$ cat config.mk
export PLATFORM = sky130hd
export DESIGN_NAME = alu_share_arbiter
export DESIGN_NICKNAME = d
export VERILOG_FILES = /design/src/rtl/alu_arb_pkg.sv /design/src/rtl/rv32_alu.sv /design/src/rtl/alu_share_arbiter.sv
export SDC_FILE = /design/constraint.sdc
export NUM_CORES = 1
export LEC_CHECK = 0
export CAP_MARGIN = 10
export CELL_PAD_IN_SITES_DETAIL_PLACEMENT = 1
export CELL_PAD_IN_SITES_GLOBAL_PLACEMENT = 2
export CORE_MARGIN = 4
export CORE_UTILIZATION = 27
export CTS_BUF_LIST = sky130_fd_sc_hd__clkbuf_2
export CTS_CLUSTER_SIZE = 24
export DETAILED_ROUTE_END_ITERATION = 10
export MAX_ROUTING_LAYER = met4
export PLACE_DENSITY = 0.84
export SLEW_MARGIN = 30
export SYNTH_ARGS = -nofsm -noshare
export SYNTH_HDL_FRONTEND = slang
export SYNTH_SLANG_ARGS = --single-unit
$ cat constraint.sdc
create_clock -name clk_in -period 9.5 [get_ports clk_in]
set_input_delay 1.425 -clock clk_in [delete_from_list [all_inputs] [get_ports clk_in]]
set_output_delay 1.425 -clock clk_in [all_outputs]
set_load 0.02 [all_outputs]
$ cat src/rtl/alu_arb_pkg.sv
// Shared definitions for the ALU share arbiter: FSM state type, the opcode
// constants, and width constants.
package alu_arb_pkg;

  localparam int unsigned XLEN  = 32;
  localparam int unsigned CNT_W = 16;

  typedef enum logic [1:0] {
    IDLE = 2'd0,
    EXEC = 2'd1,
    RESP = 2'd2
  } state_e;

  localparam logic [3:0] OP_ADD  = 4'b0000;
  localparam logic [3:0] OP_SUB  = 4'b1000;
  localparam logic [3:0] OP_SLL  = 4'b0001;
  localparam logic [3:0] OP_SLT  = 4'b0010;
  localparam logic [3:0] OP_SLTU = 4'b0011;
  localparam logic [3:0] OP_XOR  = 4'b0100;
  localparam logic [3:0] OP_SRL  = 4'b0101;
  localparam logic [3:0] OP_SRA  = 4'b1101;
  localparam logic [3:0] OP_OR   = 4'b0110;
  localparam logic [3:0] OP_AND  = 4'b0111;

endpackage

$ cat src/rtl/rv32_alu.sv
// Combinational RV32-style ALU. Shifts use op_2[4:0]; unknown opcodes give 0.
module rv32_alu
  import alu_arb_pkg::*;
(
  input  logic [31:0] op_1_in,
  input  logic [31:0] op_2_in,
  input  logic [3:0]  opcode_in,
  output logic [31:0] result_out
);

  logic [4:0] shamt;
  assign shamt = op_2_in[4:0];

  // Select the operation result from the opcode.
  always_comb begin
    result_out = '0;
    case (opcode_in)
      OP_ADD:  result_out = op_1_in + op_2_in;
      OP_SUB:  result_out = op_1_in - op_2_in;
      OP_SLL:  result_out = op_1_in << shamt;
      OP_SLT:  result_out = {{(XLEN-1){1'b0}}, ($signed(op_1_in) < $signed(op_2_in))};
      OP_SLTU: result_out = {{(XLEN-1){1'b0}}, (op_1_in < op_2_in)};
      OP_XOR:  result_out = op_1_in ^ op_2_in;
      OP_SRL:  result_out = op_1_in >> shamt;
      OP_SRA:  result_out = $unsigned($signed(op_1_in) >>> shamt);
      OP_OR:   result_out = op_1_in | op_2_in;
      OP_AND:  result_out = op_1_in & op_2_in;
      default: result_out = '0;
    endcase
  end

endmodule

$ cat src/rtl/alu_share_arbiter.sv
// Two requesters share one rv32_alu, one operation in flight at a time,
// round-robin on contention. Optional grant counters: define ALU_ARB_STATS_EN.
module alu_share_arbiter
  import alu_arb_pkg::*;
(
  input  logic        clk_in,
  input  logic        rst_n_in,
  input  logic        req0_valid_in,
  output logic        req0_ready_out,
  input  logic [31:0] req0_op_1_in,
  input  logic [31:0] req0_op_2_in,
  input  logic [3:0]  req0_opcode_in,
  input  logic        req1_valid_in,
  output logic        req1_ready_out,
  input  logic [31:0] req1_op_1_in,
  input  logic [31:0] req1_op_2_in,
  input  logic [3:0]  req1_opcode_in,
  output logic        rsp0_valid_out,
  input  logic        rsp0_ready_in,
  output logic [31:0] rsp0_result_out,
  output logic        rsp1_valid_out,
  input  logic        rsp1_ready_in,
  output logic [31:0] rsp1_result_out,
  output logic        busy_out,
  output logic [15:0] grant0_cnt_out,
  output logic [15:0] grant1_cnt_out
);

  state_e            state_q, state_d;
  logic              owner_q, last_owner_q;
  logic [XLEN-1:0]   op1_q, op2_q, result_q, alu_result;
  logic [3:0]        opcode_q;
  logic              sel;
  logic              accept, rsp_hs;

  // Requester 1 wins if it is alone, or if both are valid and req0 owned last.
  always_comb begin
    sel = 1'b0;
    if (req0_valid_in && req1_valid_in) sel = ~last_owner_q;
    else if (req1_valid_in)             sel = 1'b1;
  end

  assign accept = req0_ready_out | req1_ready_out;
  assign rsp_hs = (rsp0_valid_out & rsp0_ready_in) | (rsp1_valid_out & rsp1_ready_in);

  // FSM state register.
  always_ff @(posedge clk_in) begin
    if (!rst_n_in) state_q <= IDLE;
    else           state_q <= state_d;
  end

  // FSM next state.
  always_comb begin
    state_d = state_q;
    case (state_q)
      IDLE:    if (accept) state_d = EXEC;
      EXEC:    state_d = RESP;
      RESP:    if (rsp_hs) state_d = IDLE;
      default: state_d = IDLE;
    endcase
  end

  // FSM outputs: handshakes and result gating.
  always_comb begin
    req0_ready_out = 1'b0;
    req1_ready_out = 1'b0;
    rsp0_valid_out = 1'b0;
    rsp1_valid_out = 1'b0;
    if (state_q == IDLE) begin
      req0_ready_out = req0_valid_in & ~sel;
      req1_ready_out = req1_valid_in &  sel;
    end
    if (state_q == RESP) begin
      rsp0_valid_out = ~owner_q;
      rsp1_valid_out =  owner_q;
    end
    busy_out        = (state_q != IDLE);
    rsp0_result_out = rsp0_valid_out ? result_q : '0;
    rsp1_result_out = rsp1_valid_out ? result_q : '0;
  end

  // Capture the accepted operation, the EXEC result and the round-robin owner.
  always_ff @(posedge clk_in) begin
    if (!rst_n_in) begin
      owner_q      <= 1'b0;
      last_owner_q <= 1'b1;
      result_q     <= '0;
      op1_q        <= '0;
      op2_q        <= '0;
      opcode_q     <= '0;
    end else begin
      if (accept) begin
        owner_q  <= sel;
        op1_q    <= sel ? req1_op_1_in   : req0_op_1_in;
        op2_q    <= sel ? req1_op_2_in   : req0_op_2_in;
        opcode_q <= sel ? req1_opcode_in : req0_opcode_in;
      end
      if (state_q == EXEC) result_q     <= alu_result;
      if (rsp_hs)          last_owner_q <= owner_q;
    end
  end

  rv32_alu u_alu (
    .op_1_in    (op1_q),
    .op_2_in    (op2_q),
    .opcode_in  (opcode_q),
    .result_out (alu_result)
  );

`ifdef ALU_ARB_STATS_EN
  logic [CNT_W-1:0] grant0_cnt_q, grant0_cnt_d;
  logic [CNT_W-1:0] grant1_cnt_q, grant1_cnt_d;

  // Saturating grant counters.
  always_comb begin
    grant0_cnt_d = grant0_cnt_q;
    grant1_cnt_d = grant1_cnt_q;
    if (req0_ready_out && grant0_cnt_q != '1) grant0_cnt_d = grant0_cnt_q + 1'b1;
    if (req1_ready_out && grant1_cnt_q != '1) grant1_cnt_d = grant1_cnt_q + 1'b1;
  end

  // Grant counter registers.
  always_ff @(posedge clk_in) begin
    if (!rst_n_in) begin
      grant0_cnt_q <= '0;
      grant1_cnt_q <= '0;
    end else begin
      grant0_cnt_q <= grant0_cnt_d;
      grant1_cnt_q <= grant1_cnt_d;
    end
  end

  assign grant0_cnt_out = grant0_cnt_q;
  assign grant1_cnt_out = grant1_cnt_q;
`else
  assign grant0_cnt_out = '0;
  assign grant1_cnt_out = '0;
`endif

endmodule

# Word level (Yosys, flattened, before mapping)
# Index checks and enable logic that the tools add are counted.
# W data, S select, Z words.
# op_classes
n_addsub	2
n_shift	3
bitwise_logic	12
n_reduce_logical	5
muxes	15
order_cmp	2
eq_ne	13
# op_table
cell	count
$pmux W32 S10	1
$mux W32	4
$lt A32 B32 Y1	2
$add A32 B32 Y32	1
$and A32 B32 Y32	1
$or A32 B32 Y32	1
$shl A32 B5 Y32	1
$shr A32 B5 Y32	1
$sshr A32 B5 Y32	1
$sub A32 B32 Y32	1
$xor A32 B32 Y32	1
$eq A4 B3 Y1 const B	4
$eq A4 B2 Y1 const B	2
$eq A4 B4 Y1 const B	2
$mux W1	6
$pmux W2 S3	1
$and A1 B1 Y1	4
$eq A4 B1 Y1 const B	1
$logic_not A4 Y1	1
$mux W2	2
$mux W4	1
$ne A2 B2 Y1 const B	2
$not A1 Y1	3
$eq A2 B1 Y1 const B	1
6 further kinds	7
# word_totals
input_bits	142
wordCells	59
out_inout_bits	101
ff_bits	104

# Depth between registers and ports, before layout
# depth
ltp_word	8
depth_mapped	16
ltp_nobuf	12

# Modules after synthesis
# Synthesis repeated with hierarchy kept, for this count alone.
# unflattened
hier_cells	1994
area_unflattened_um2	14239.9
# by_module_without_submodules
mod	area_per_inst_um2	seq_area_each_um2	cells_per_inst	instances
rv32_alu	9121.2	0.0	1340	1
alu_share_arbiter	5118.7	2082.0	654	1

# Worst setup path after synthesis
# No wires, ideal clock.
# synth_path
kind	input to output
startpoint	input port req1_valid_in
endpoint	output port req1_ready_out
path_stages	4
setup_slack_ns	5.532
arrival_ns	2.543
cell_sequence	a21boi_0 clkbuf_1 buf_1 and2_1
# synth_via
elab_chain_cells	4
# synth_rtl
element	line	rtl
start: declaration	alu_share_arbiter.sv:13	input logic req1_valid_in,
$mux W1 / $logic_and A1 B1 Y1 (equally long branches)	alu_share_arbiter.sv:40, alu_share_arbiter.sv:39	
$mux W1	alu_share_arbiter.sv:39	if (req0_valid_in && req1_valid_in) sel = ~last_owner_q;
$and A1 B1 Y1 (*)	alu_share_arbiter.sv:71	req1_ready_out = req1_valid_in & sel;
$mux W1 (*)	alu_share_arbiter.sv:69	if (state_q == IDLE) begin
end: declaration	alu_share_arbiter.sv:14	output logic req1_ready_out,
# Mark *: on every way between the ends. The rest lies on a longest branch, timed or not.

# Worst setup path after layout
# layout_path
startpoint	input port req0_valid_in
endpoint	output port req1_ready_out
# layout_via
elab_chain_cells	4
# layout_rtl
element	line	rtl
start: declaration	alu_share_arbiter.sv:8	input logic req0_valid_in,
$logic_and A1 B1 Y1	alu_share_arbiter.sv:39	
$mux W1	alu_share_arbiter.sv:39	
$and A1 B1 Y1	alu_share_arbiter.sv:71	
$mux W1	alu_share_arbiter.sv:69	
# No other way between the ends.

==> reports/metrics.cfg <==
[status]
status=finished, final reports clean

[power]
p_per_area_mw_per_mm2=165
vdd_drop_max_mv=0.0538
p_leak_nw=6.93
p_total_mw=2.71

[place]
finalWeightedCongestion=1.01
place_inst=2621
dp_hpwl_microns=52800
dpl_cell_area_sq_mm=0.0162
io_buffers=210
place_ws_ns=4.79

[global_routing]
grt_pass1_vias=14900
grt_pass1_wl_microns=97300
track_usage=0.244
grt_max_degree=88
overflow=0
antenna_found_initial=3

[yosys]
synth.area.top_cells=dfxtp_1 (15%), mux2i_1 (11%), ha_1 (8.9%), nand2_1 (6.6%), o211a_1 (4.9%)
synth_warnings=0
yosysTopAreaCell=dfxtp_1
yosys-top-cells-count=nand2_1 (244), mux2i_1 (155), nor2_1 (129)
synth.most_common_cell=nand2_1
synth_area_sq_mm=0.0138
yosysTopAreaCellShare=0.151
synth.ff_latch_count=104
seq_area_frac_synth=0.151
synth_cell_type_count=90
syn_area_per_cell_sq_um=7.47
synth_flop_cell=dfxtp_1
synthCells=1850
synth_edf_count=0
synth_async_sr_flop_share=0

[critical_path]
worstRegToRegCells=13
crit_family=buffers and inverters
slowest_delay_ns=0.61
cp-end-kind=output pin
worstPathMaxFanout=23
path_buf_inv=3
cp_slowest_cell=clkdlybuf4s50_1
worstSetupPathDepth=5
start_kind=input port
cp_common_cell=clkdlybuf4s50_1
crit_type=in -> out
worstPathCellList=clkdlybuf4s50_1 > a21boi_4 > buf_4 > and2_1 > clkdlybuf4s50_1
worstPathRequired_ns=8.08
arrival_ns=3.27

[clock_tree]
root_buffer=clkbuf_2
post_cts_resized=0
hold_buffers=0
path_clk_slew_ns=0.30
insertion_delay_ns=0.86
clk_path_buf_depth=2
clkSinkCount=104
htree_levels=3
numCtsBuffers=9
post_cts_buffers=0
cts_tree=yes

[drt]
dr.max_layer_used=met4
wl_per_cell_microns=25.3
drtIter0Drc=1257
drtAntennaViolNets=0
vias_per_cell=5.66
wirelength_microns=66800
met1_length_microns=28800
drc=0
wl_met3_microns=4950
dr.pass1.iters=5
met2_length_microns=29500
vias=14900

[min_path]
hold_depth=2
hold_class=reg -> reg

[sta]
setup_tns_ns=0
worst_slack_ns=4.80
worst_pin_slew_ns=0.956
fin_hold_ws_ns=0.497
maxSlewViolCount=0
skew_ns=0.0592
hold_viol=0
rsz0062_at_grt=false
setup_viol=0
slew_headroom=0.362
fmax_mhz=213
period_needed_ns=4.70
finalCritPeriodShare=0.494

[final_layout]
final_core_util=0.325
final_nets=2202
nFillCells=6067
drive_gt1_frac=0.0667
syn_to_final_growth_pct=18.4
final_area_sq_mm=0.0164
instances_no_fill=2639

[flow_run]
cap_violations=0

[floorplanning]
fp.dieH_microns=234
rows=82
core_sq_mm=0.0504
initial_utilization=0.274
die_area_sq_mm=0.0549
die_w_microns=234
boundaryPins=243

-- cells in the final DEF (no fill, tap or decap), types with 32 or more instances in the layout --
cell / n
nand2_1: 244
clkdlybuf4s50_1: 209
mux2i_1: 155
nor2_1: 127
a21oi_1: 122
o21ai_0: 108
dfxtp_1: 102
inv_1: 101
ha_1: 98
and2_1: 73
o211a_1: 68
o211ai_1: 33
buf_4: 33
conb_1: 32
-- kinds of logic (layout without fill, tap and decap cells) --
kind of cell,count (synthesis),count (layout),synth area share
AOI/OAI and AO/OA,556,556,0.283
xor gates and xnor gates,22,22,0.0139
adders and majority gates,100,100,0.0916
buffers and inverters,278,362,0.0969
DFF,104,104,0.151
muxes,201,201,0.164
other,1,34,0.000271
and+or+nand+nor,588,588,0.199
-- report_power, final --
group	switching [mW]	total [mW]	leakage (nW)	internal, mW
registers	0.140	0.643	0.859	0.503
clock network	0.185	0.275	0.0872	0.0904
logic	1.15	1.79	5.98	0.636
-- state kept, by name, summed over array words and instances, names as in the netlist --
name	cells
last_owner_q	1
result_q	32
op1_q	32
state_q	2
owner_q	1
op2_q	32
opcode_q	4
-- metal layers --
metal  up-vias  global-route usage
li1       6856                   -
met1      7308               0.308
met2       655               0.372
met3       124              0.0447
met4         0               0.125
met5         -                   -
-- worst reg2reg max path: cells and delay by family (launching register included) --
family	cells	cell delay [ns]
fa+ha+maj	1	0.51
compound gates	7	2.45
simple gates	1	0.20
buf+inv	4	1.04
flops	1	0.39
-- worst paths after layout --
check | slack, ns | endpoint | from
hold / removal | 0.50 | result_q[7] | result_q[7]
setup / recovery | 4.80 | req1_ready_out | req0_valid_in
setup reg to reg | 4.86 | result_q[27] | op2_q[2]
hold reg to reg | 0.50 | result_q[7] | result_q[7]
-- area by class of cell --
type | count | area [sq um] | area share
timing repair buffer | 243 | 2340 | 0.143
clock buffer | 10 | 50.0 | 0.00306
tap | 672 | 841 | 0.0514
sequential | 104 | 2090 | 0.127
clock inverter | 6 | 88.8 | 0.00543
antenna | 2 | 5.00 | 0.000306
inverter | 103 | 387 | 0.0236
multi-input combinational | 1499 | 10600 | 0.645
No activity file was read; power rests on OpenSTA's default activity.
